### src/rtl/logic_op_capture.sv
// rtl/logic_op_capture.sv - operand logic unit with debounced capture into a shift-register history
// The live result is registered every cycle; button presses snapshot it into the history.
module logic_op_capture #(
  parameter int WIDTH           = 4,
  parameter int DEPTH           = 4,
  parameter int DEBOUNCE_CYCLES = 4
) (
  input  logic                       clk,
  input  logic                       rst_n,
  input  logic [WIDTH-1:0]           a,
  input  logic [WIDTH-1:0]           b,
  input  logic [2:0]                 sel,
  input  logic                       btn,
  input  logic                       clr,
  output logic [WIDTH-1:0]           y,
  output logic                       y_c,
  output logic [WIDTH*DEPTH-1:0]     hist,
  output logic [$clog2(DEPTH+1)-1:0] count,
  output logic                       full,
  output logic                       cap
);

  localparam int CW = $clog2(DEPTH+1);
  localparam int DW = $clog2(DEBOUNCE_CYCLES+1);
  localparam logic [DW-1:0] DLAST = DW'(DEBOUNCE_CYCLES-1);
  localparam logic [CW-1:0] CMAX  = CW'(DEPTH);

  logic [WIDTH:0]   sum;
  logic [WIDTH-1:0] r;
  logic             rc;

  always_comb begin
    sum = {1'b0, a} + {1'b0, b};
    r   = '0;
    rc  = 1'b0;
    case (sel)
      3'd0: r = a & b;
      3'd1: r = a | b;
      3'd2: r = a ^ b;
      3'd3: r = ~a;
      3'd4: r = ~(a & b);
      3'd5: r = ~(a | b);
      3'd6: r = ~(a ^ b);
      3'd7: begin
        r  = sum[WIDTH-1:0];
        rc = sum[WIDTH];
      end
      default: r = '0;
    endcase
  end

  always_ff @(posedge clk or negedge rst_n) begin
    if (!rst_n) begin
      y   <= '0;
      y_c <= 1'b0;
    end else begin
      y   <= r;
      y_c <= rc;
    end
  end

  logic          btn_m, btn_s, db, db_q;
  logic [DW-1:0] dcnt;
  logic          req;

  // Level changes are accepted only after DEBOUNCE_CYCLES consecutive differing samples.
  always_ff @(posedge clk or negedge rst_n) begin
    if (!rst_n) begin
      btn_m <= 1'b0;
      btn_s <= 1'b0;
      db    <= 1'b0;
      db_q  <= 1'b0;
      dcnt  <= '0;
    end else begin
      btn_m <= btn;
      btn_s <= btn_m;
      db_q  <= db;
      if (btn_s == db) begin
        dcnt <= '0;
      end else if (dcnt == DLAST) begin
        db   <= btn_s;
        dcnt <= '0;
      end else begin
        dcnt <= dcnt + DW'(1);
      end
    end
  end

  assign req  = db & ~db_q;
  assign full = (count == CMAX);

  // clr takes priority; a press landing on the clear edge is dropped.
  always_ff @(posedge clk or negedge rst_n) begin
    if (!rst_n) begin
      hist  <= '0;
      count <= '0;
      cap   <= 1'b0;
    end else if (clr) begin
      hist  <= '0;
      count <= '0;
      cap   <= 1'b0;
    end else if (req) begin
      hist  <= {hist[WIDTH*(DEPTH-1)-1:0], r};
      count <= full ? count : count + CW'(1);
      cap   <= 1'b1;
    end else begin
      cap   <= 1'b0;
    end
  end

endmodule

### config.mk
export PLATFORM = sky130hd
export DESIGN_NAME = logic_op_capture
export DESIGN_NICKNAME = d
export VERILOG_FILES = /design/src/rtl/logic_op_capture.sv
export SDC_FILE = /design/constraint.sdc
export NUM_CORES = 1
export LEC_CHECK = 0
export ABC_AREA = 1
export BUFFER_PORTS_ARGS = -buffer_cell sky130_fd_sc_hd__buf_2
export CORE_UTILIZATION = 50
export CTS_CLUSTER_DIAMETER = 40
export CTS_CLUSTER_SIZE = 10
export DETAILED_ROUTE_END_ITERATION = 10
export PLACE_DENSITY = 0.75
export SYNTH_ARGS = -nofsm -noshare
export SYNTH_HDL_FRONTEND = slang
export SYNTH_SLANG_ARGS = --single-unit
### constraint.sdc
create_clock -name clk -period 1.5 [get_ports clk]
set_input_delay 0.3 -clock clk [delete_from_list [all_inputs] [get_ports clk]]
set_output_delay 0.3 -clock clk [all_outputs]
set_load 0.02 [all_outputs]
==> summary by stage, run 1 <==
Placement
The number of placed instances with taps included is 295. Prior to clock tree synthesis, the placed netlist has a worst setup slack of -0.1248 ns. The placed wire-length estimate after detailed placement is 2576 µm. The final weighted congestion of routability-driven global placement is 0.8556. The number of buffers added on ports is 40.

Global route
The largest net degree at the start of global routing is 33. The sum of overflow across all layers after global routing is 0. The initial antenna violation count is 0. The number of global-route vias before repair is 1314.

Global routing consumed, over all layers together, 19.72% of the routing resources. The first-pass GRT wire length is 5388 µm.

STA
Setup violations remaining at the end of the flow were counted as 0. Derived from the worst setup path, the maximum achievable clock frequency is 682.0 MHz. Measured against its own limit, the worst slew margin works out to 74.71%.

The smallest clock period supported by the final layout is computed as 1.466 ns. The number of slew-limit violations in the final report is 0. Setup repair after global routing could not meet its margin everywhere. Between clock sinks in the finished design, the worst skew comes to 0.001958 ns. The worst path uses 97.75% of the clock period.

The measured slew at the worst slew-check pin is 0.3794 ns. The hold violation count in the final report came to 0. The setup slack after layout is 0.03378 ns.

Logic synthesis
The cell count after synthesis is 207. When the netlist entered floorplanning its net count stood at 234. Multiplexer cells account for 0.6429% of the synthesized area. The number of library cell types mapped by synthesis is 27. Of the post-synthesis cell area, the dominant cell type holds 45.71%. The synthesized-area fraction occupied by and/or/nand/nor cells is 25.71%. The synthesized netlist devotes 8.286% of its cell area to compound gates. The arithmetic-cell share of the synthesized area counting full adders, half adders and majority gates is 9.000%. The total standard cell area after synthesis is 1752 µm². By area the synthesized netlist is led by dfrtp_1 (46%), nand2_1 (9.2%), ha_1 (7.9%). The number of warning messages in the yosys log is 0.

The biggest area contributor in the post-synthesis netlist is dfrtp_1. For this run, the register share of the synthesized area comes to 45.71%. After synthesis, the largest family of logic cells by area is simple AND/OR/NAND/NOR gates.

The post-synthesis share of cell area spent on xor and xnor gates is 1.000%. In this run the mean area of a mapped cell was 8.462 µm². The number of storage elements in the synthesis netlist is 32.

Drt
Across all layers, the routed design uses 1483 vias. In this run, the number of DRC markers left after iteration 0 of detailed routing was 75. The average wire length per cell after detail routing is 11.21 µm. Using the TritonRoute via totals, the vias-per-cell ratio works out to 4.831. In the routed design, unresolved DRC markers number 0. Wires add up to 3441 µm. The pre-antenna-repair detailed-routing pass consisted of 4 iterations. The detail route stage leaves a number of antenna-violating nets equal to 0.

Clock network
Counting along the longest clock path gives a buffer depth of 2. The root buffer cell is clkbuf_4. The clock latency of the later-clocked register in the worst-skew pair is 0.32 ns. The number of H-tree branching levels is 2.

The number of clock sinks is 32. After clock tree synthesis, the clock-pin slew on the worst setup and hold paths is 0.09 ns. The TritonCTS clock tree is yes. Counting the buffers created by CTS gives 5.

Worst setup path
The worst register-to-register path begins at count[0]. The end point of the critical path is full. Of all nets on the critical path, the largest fanout is 3. STA classifies the critical path endpoint as an output port.

The highest cell delay on the worst timing path is 0.40 ns. The worst-path cell with the longest stage delay is dfrtp_1. The data arrival time of the critical path is 1.17 ns. STA classifies the critical path startpoint as a flop. The number of cells on the worst reg-to-reg path is 6. The reg-to-reg critical path endpoint is count[0]. Among the stages of the critical path, the cell type that occurs most often is inv_2. The required time at the endpoint of the critical path is 1.20 ns. Tracing the worst setup path back leads to its startpoint at count[0]. By startpoint and endpoint, the worst setup path is classified as flop to output port. The internal reg-to-reg setup slack is 0.18 ns. Traced cell by cell, the critical path runs through inv_2, ha_4, nand2_2, inv_2, buf_6.

Finish
The leading cell type in the layout, fill and taps excluded is nand2_1. Excluding fillers, the count of instances in the completed layout stands at 307. The area added between synthesis and finish is 22.00%. The utilization after layout is 64.04%. In the layout the commonest cells are nand2_1 (42), buf_2 (39), inv_1 (33), dfrtp_1 (32), o21ai_0 (16). After the last flow step, the layout net total stands at 288.

The share of post-route cells with drive strength above 1 is 29.12%. The number of antenna diodes in the final layout is 0.

Power
The worst ir drop on vdd is 542.1 µV. The clock network power share is 18.2%. Net switching is 37.21% of the power.

In this run the power density over the cells is 1111 nW/µm². The switching power of the nets is 0.8835 mW. Cell internal power was estimated by the tool at 1.491 mW. The combinational fraction of design power is 36.3%. The proportion of power drawn by flip-flops and latches is 45.5%. Summed over all cells, the static leakage comes to 1.184 nW.

Status
The flow ran to the end, and the final reports show no timing, DRC or antenna violations.

Job
Max-cap violations in this run came to 0.

Die
The die is 61.19 µm tall. The initial utilization of the core area, before any placement, comes to 52.49%. The initialized floorplan defines 21 standard-cell rows.

The placeable core region is 3337 µm². Measured along the x axis, the die boundary spans 61.19 µm. The total die area is 3744 µm². The number of top-level design ports is 41.

Hold path
The worst hold-check path type is primary input to flop.
sequential cells by signal, summed over array words and instances, names as in the netlist:
name / cells
db: 1
db_q: 1
count: 3
y_c: 1
btn_s: 1
y: 4
btn_m: 1
cap: 1
hist: 16
dcnt: 3
cells in the mapped netlist:
cell type and number:
o31ai_1 1, nand3_1 15, xnor2_1 2, nand3_2 4, nor3b_1 1, nor3_1 1
buf_6 2, inv_2 3, dfrtp_1 32, nor2_1 15, nand2_2 3, o21ai_0 16
nand4_1 4, nor2_2 2, and2_1 1, nand2_1 43, a21oi_1 4, inv_1 36
ha_1 11, nor2_8 1, a211oi_1 1, fa_1 1, o21ai_1 1, o22ai_1 4
mux2_2 1, nand2_4 1, nor2_4 1
layout make-up:
class	count	area, µm²
Fill cell	302	1200
Multi-Input combinational cell	134	809.5
Sequential cell	32	800.8
Timing Repair Buffer	49	276.5
Inverter	39	146.4
Tap cell	46	57.56
Clock buffer	6	41.29
Clock inverter	1	5.005
kinds of logic (layout without fill, tap and decap cells):
| logic type | after synthesis | after routing |
|---|---|---|
| flip-flops | 32 | 32 |
| AND/OR/NAND/NOR | 92 | 92 |
| adder cells (fa/ha/maj) | 12 | 12 |
| XOR/XNOR | 2 | 2 |
| AO/OA/AOI/OAI | 27 | 27 |
| buffers and inverters | 41 | 95 |
| multiplexers | 1 | 1 |
power groups by stage:
stage | clock network, mW | registers [mW] | logic, mW
2_1_floorplan | 0 | 1.19 | 0.421
3_3_place_gp | 0 | 1.09 | 0.733
3_5_place_dp | 0 | 1.10 | 0.747
4_1_cts | 0.450 | 1.08 | 0.793
5_1_grt | 0.494 | 1.10 | 0.970
6_report | 0.431 | 1.08 | 0.862
how the worst min path moves through the flow:
stage	depth (start not counted)	end	slack (ns)	start
CTS	1	btn_m	0.07	btn
global placement	2	hist[13]	0.33	rst_n
floorplan	0	btn_m	0.004	rst_n
global route	1	btn_m	0.06	btn
finish	1	btn_m	0.09	btn
detailed placement	2	hist[13]	0.33	rst_n
per-stage QoR:
stage / power (mW) / TNS (ns) / hold slack, ns / cell area [µm²]
2_1_floorplan: 1.611 / 0 / 0.004409 / 1764
3_3_place_gp: 1.824 / -0.1564 / 0.3341 / 2029
3_5_place_dp: 1.843 / -0.2348 / 0.3335 / 2029
4_1_cts: 2.318 / 0 / 0.07025 / 2107
5_1_grt: 2.561 / -0.04390 / 0.05961 / 2137
6_report: 2.374 / 0 / 0.08591 / 2137
worst max-delay path: cells and delay by family, from the launching register on:
| kind | cells | cell delay (ns) |
|---|---|---|
| buf+inv | 3 | 0.25 |
| fa+ha+maj | 1 | 0.13 |
| flops | 1 | 0.40 |
| simple gates | 1 | 0.06 |
layer usage:
| layer | vias up | track usage, % | part of all wire (%) |
|---|---|---|---|
| li1 | 763 | - | - |
| met5 | - | 0 | 0 |
| met1 | 680 | 22.73 | 41 |
| met3 | 3 | 4.622 | 4.5 |
| met4 | 0 | 7.468 | 0.99 |
| met2 | 37 | 35.40 | 53 |
timing repair:
action                     in CTS  in global routing
hold endpoints to repair       32                  0
gates resized for setup         3                  5
buffers inserted                2                  2
setup endpoints to repair       1                  1
pin swaps                       0                  1
hold buffers                    1                  0
No activity file was read; power rests on OpenSTA's default activity.
==> run 2: changes to the inputs <==
--- a/config.mk
+++ b/config.mk
@@ -7,6 +7,7 @@
 export LEC_CHECK = 0
 export ABC_AREA = 1
 export BUFFER_PORTS_ARGS = -buffer_cell sky130_fd_sc_hd__buf_2
+export CORE_MARGIN = 3
 export CORE_UTILIZATION = 50
 export CTS_CLUSTER_DIAMETER = 40
 export CTS_CLUSTER_SIZE = 10
==> run 2 against run 1 <==
  * Maximum frequency decreased by 0.28%
  * Hold slack got worse by 0.020 ns
  * Clock skew increased by 0.0093 ns
  * Clock power up 24%
  * Critical path type unchanged
  * Largest cell class unchanged
  * Largest power group unchanged
==> summary by stage, run 2 (synthesis results as in run 1) <==
Worst setup path
The cell occurring most often along the worst timing path is inv_2. The required time at the endpoint of the critical path is 1.20 ns (about the same). The data arrival time of the critical path came to 1.17 ns (about the same). The highest cell delay on the worst timing path came to 0.39 ns (about the same). The worst-path cell with the longest stage delay is dfrtp_1. The highest net fanout along the worst path is 2 (-1).

The worst setup path is captured at an output port. The first element of the critical path is count[1]. In this run the critical register-to-register path is captured at count[2]. Broken down by cell family, the worst path's largest delay share belongs to flip-flops. The reg-to-reg startpoint is count[0].

The category of the worst setup path launch point is a flop. The internal reg-to-reg setup slack came to 0.28 ns (+0.10 ns). The number of buffer and inverter stages on the critical path is 3 (unchanged). The number of cells on the worst reg-to-reg path is 5 (-1). The critical path depth in cells is 5 (unchanged). The signal on the critical path passes through inv_2, ha_4, nand2_4, inv_2, buf_6.

The setup path with the least slack is of type flop to output port. The end point of the critical path is full.

STA
The highest attainable clock frequency is 680.1 MHz (-0.28%). The setup skew after layout is 0.01130 ns (+0.009340 ns). The final worst-path cycle share was 98.02% (+0.27 points). The number of slew-limit violations in the final report was 0 (unchanged).

The hold violation count in the final report was 0 (unchanged). The final setup violation count came to 0 (unchanged). The setup TNS is 0 ns (unchanged).

Setup repair after global routing could not meet its margin everywhere. The measured slew at the worst slew-check pin was 0.3807 ns (+0.001341 ns). The headroom to the max-slew limit came to 74.62% (-0.089 points). The final critical path time including I/O delays and setup is 1.470 ns (+0.004102 ns).

Clock network
The clock slew at the register clock pins of the worst setup and hold paths is 0.09 ns (about the same). The maximum number of buffers from clock root to sink is 2 (unchanged). TritonCTS built the clock tree. The number of H-tree branching levels is 2 (unchanged). The clock latency of the later-clocked register in the worst-skew pair is 0.33 ns (about the same). The number of buffers added by the clock tree synthesis step was 5 (unchanged). Clock tree synthesis selected as its root buffer the cell clkbuf_4. The number of clock sinks is 32 (unchanged).

Power
The proportion of power drawn by flip-flops and latches came to 43.7% (-1.8 points). The total power is 2.474 mW (+4.2%). The static leakage is 1.189 nW (+0.44%).

The switching power of the nets came to 0.8930 mW (+1.1%). The clock network power share is 21.6% (+3.4 points). The power per standard cell area is 1154 nW/µm² (+3.9%). The combinational fraction of design power is 34.7% (-1.6 points). The proportion of total power due to net switching is 36.10% (-1.1 points).

The internal cell power is 1.581 mW (+6.0%). The worst ir drop on vdd is 516.8 µV (-4.7%).

Drt
The number of vias after detailed routing is 1482 (-0.067%). The average wire length per cell after detail routing came to 11.28 µm (+0.64%). The overall routed net length came to 3418 µm (-0.67%). The DRC violation total after the first TritonRoute iteration is 73 (-2.7%). The count of TritonRoute iterations in the first routing pass is 4 (unchanged). The routed via count divided by cell count is 4.891 (+1.3%). The number of antenna-violating nets in the routed design is 0 (unchanged). The post-route DRC violation count came to 0 (unchanged).

Placement
The final weighted congestion of routability-driven global placement is 0.9018 (+5.4%). The placed wire-length estimate after detailed placement is 2590 µm (+0.54%). The number of placed instances with taps included was 292 (-1.0%).

The number of buffers added on ports was 40 (unchanged).

Finish
The flip-flop count of the largest register, all copies and words added is 16 (unchanged). The number of nets in the layout is 286 (-0.69%). The register cell area after layout was 800.8 µm² (unchanged). The largest registers in the layout are hist x16, y x4. The final cell count without fillers is 303 (-1.3%). The total of fill cells in the finished design came to 278 (-7.9%).

In the layout the commonest cells are nand2_1 (42), buf_2 (39), inv_1 (33), dfrtp_1 (32), o21ai_0 (16). The share of post-route cells with drive strength above 1 came to 28.96% (-0.16 points). The leading cell type in the layout, fill and taps excluded is nand2_1.

The register with the most flip-flops in the final layout is hist. The multi-input combinational cell area came to 814.5 µm² (+0.62%). The number of diodes added for antenna fixing came to 0 (unchanged).

From synthesis to final layout, the design area changed by 22.36%.

Die
The placement row count is 20 (-4.8%). The placeable core region is 3203 µm² (-4.0%). The initial cell density of the core is 54.69% (+2.2 points). The number of top-level design ports is 41 (unchanged). The total die area came to 4250 µm² (+14%). The chip height was 65.19 µm (+6.5%). The die extent in x is 65.19 µm (+6.5%).

Global route
The sum of overflow across all layers after global routing came to 0 (unchanged). The global-route total usage across every layer is 18.13% (-1.6 points). The initial antenna violation count was 0 (unchanged).

The number of global-route vias before repair is 1376 (+4.7%). The largest net degree at the start of global routing came to 33 (unchanged). The first-pass GRT wire length is 5802 µm (+7.7%).

Status
The run finished with clean final reports.

Hold path
The worst hold-check path type is primary input to flop.

Job
The count of max-cap constraint violations is 0 (unchanged).
## run 2: changes by cell type in the layout (fill, tap and decap cells not counted), sizes merged
cell	change
buf	-2
clkinv	-1
clkbuf	+1
## run 2: routing by layer
layer / global-route usage, % / vias to the layer above / wire, µm
li1: - / 757 / -
met1: 21.04 / 671 / 1453
met2: 29.71 / 50 / 1654
met3: 5.983 / 4 / 265
met4: 9.326 / 0 / 44
met5: 0 / - / 0
## run 2: final cells by class
class,count,share of cell area (%)
timing repair buffer,47,12.20
inverter,39,6.830
multi-input combinational,134,38.00
clock buffer,7,3.036
tap,44,2.569
sequential,32,37.36
## run 2: worst register-to-register path, cell delays in order (launching register included)
cell and delay (ns):
dfrtp_1 0.37, inv_2 0.06, ha_4 0.16, nand2_4 0.06
nand3_1 0.19, o31ai_1 0.30
## run 2: worst min path at each step
stage | from | end | slack, ns | cells past startpoint
finish | btn | btn_m | 0.07 | 1
global route | btn | btn_m | 0.04 | 1
CTS | btn | btn_m | 0.04 | 1
detailed placement | rst_n | hist[11] | 0.34 | 2
global placement | rst_n | hist[15] | 0.33 | 2
floorplan | rst_n | btn_m | 0.004 | 0
## run 2: metrics by stage
step                      setup slack, ns  util [%]  area (µm²)  hold WS [ns]
after floorplan                   0.06592         -        1764      0.004409
after global placement            -0.1013     63.05        2019        0.3331
after detailed placement          -0.1225     63.05        2019        0.3396
after CTS                        0.007167     66.52        2131       0.04299
after global routing             -0.03286     66.91        2143       0.04073
final                             0.02968     66.91        2143       0.06575
## run 2: power by group through the flow
| stage | combinational (mW) | clock [mW] | sequential [mW] |
|---|---|---|---|
| after floorplan | 0.421 | 0 | 1.19 |
| after global placement | 0.732 | 0 | 1.09 |
| after detailed placement | 0.746 | 0 | 1.10 |
| after CTS | 0.820 | 0.557 | 1.08 |
| after global routing | 0.952 | 0.592 | 1.10 |
| final | 0.857 | 0.535 | 1.08 |
## run 2: repair_timing
item                       CTS  global route
hold endpoints to repair    32             0
setup endpoints to repair    1             1
buffers inserted             2             1
pin swaps                    0             1
hold buffers                 1             0
resized for setup            7             2
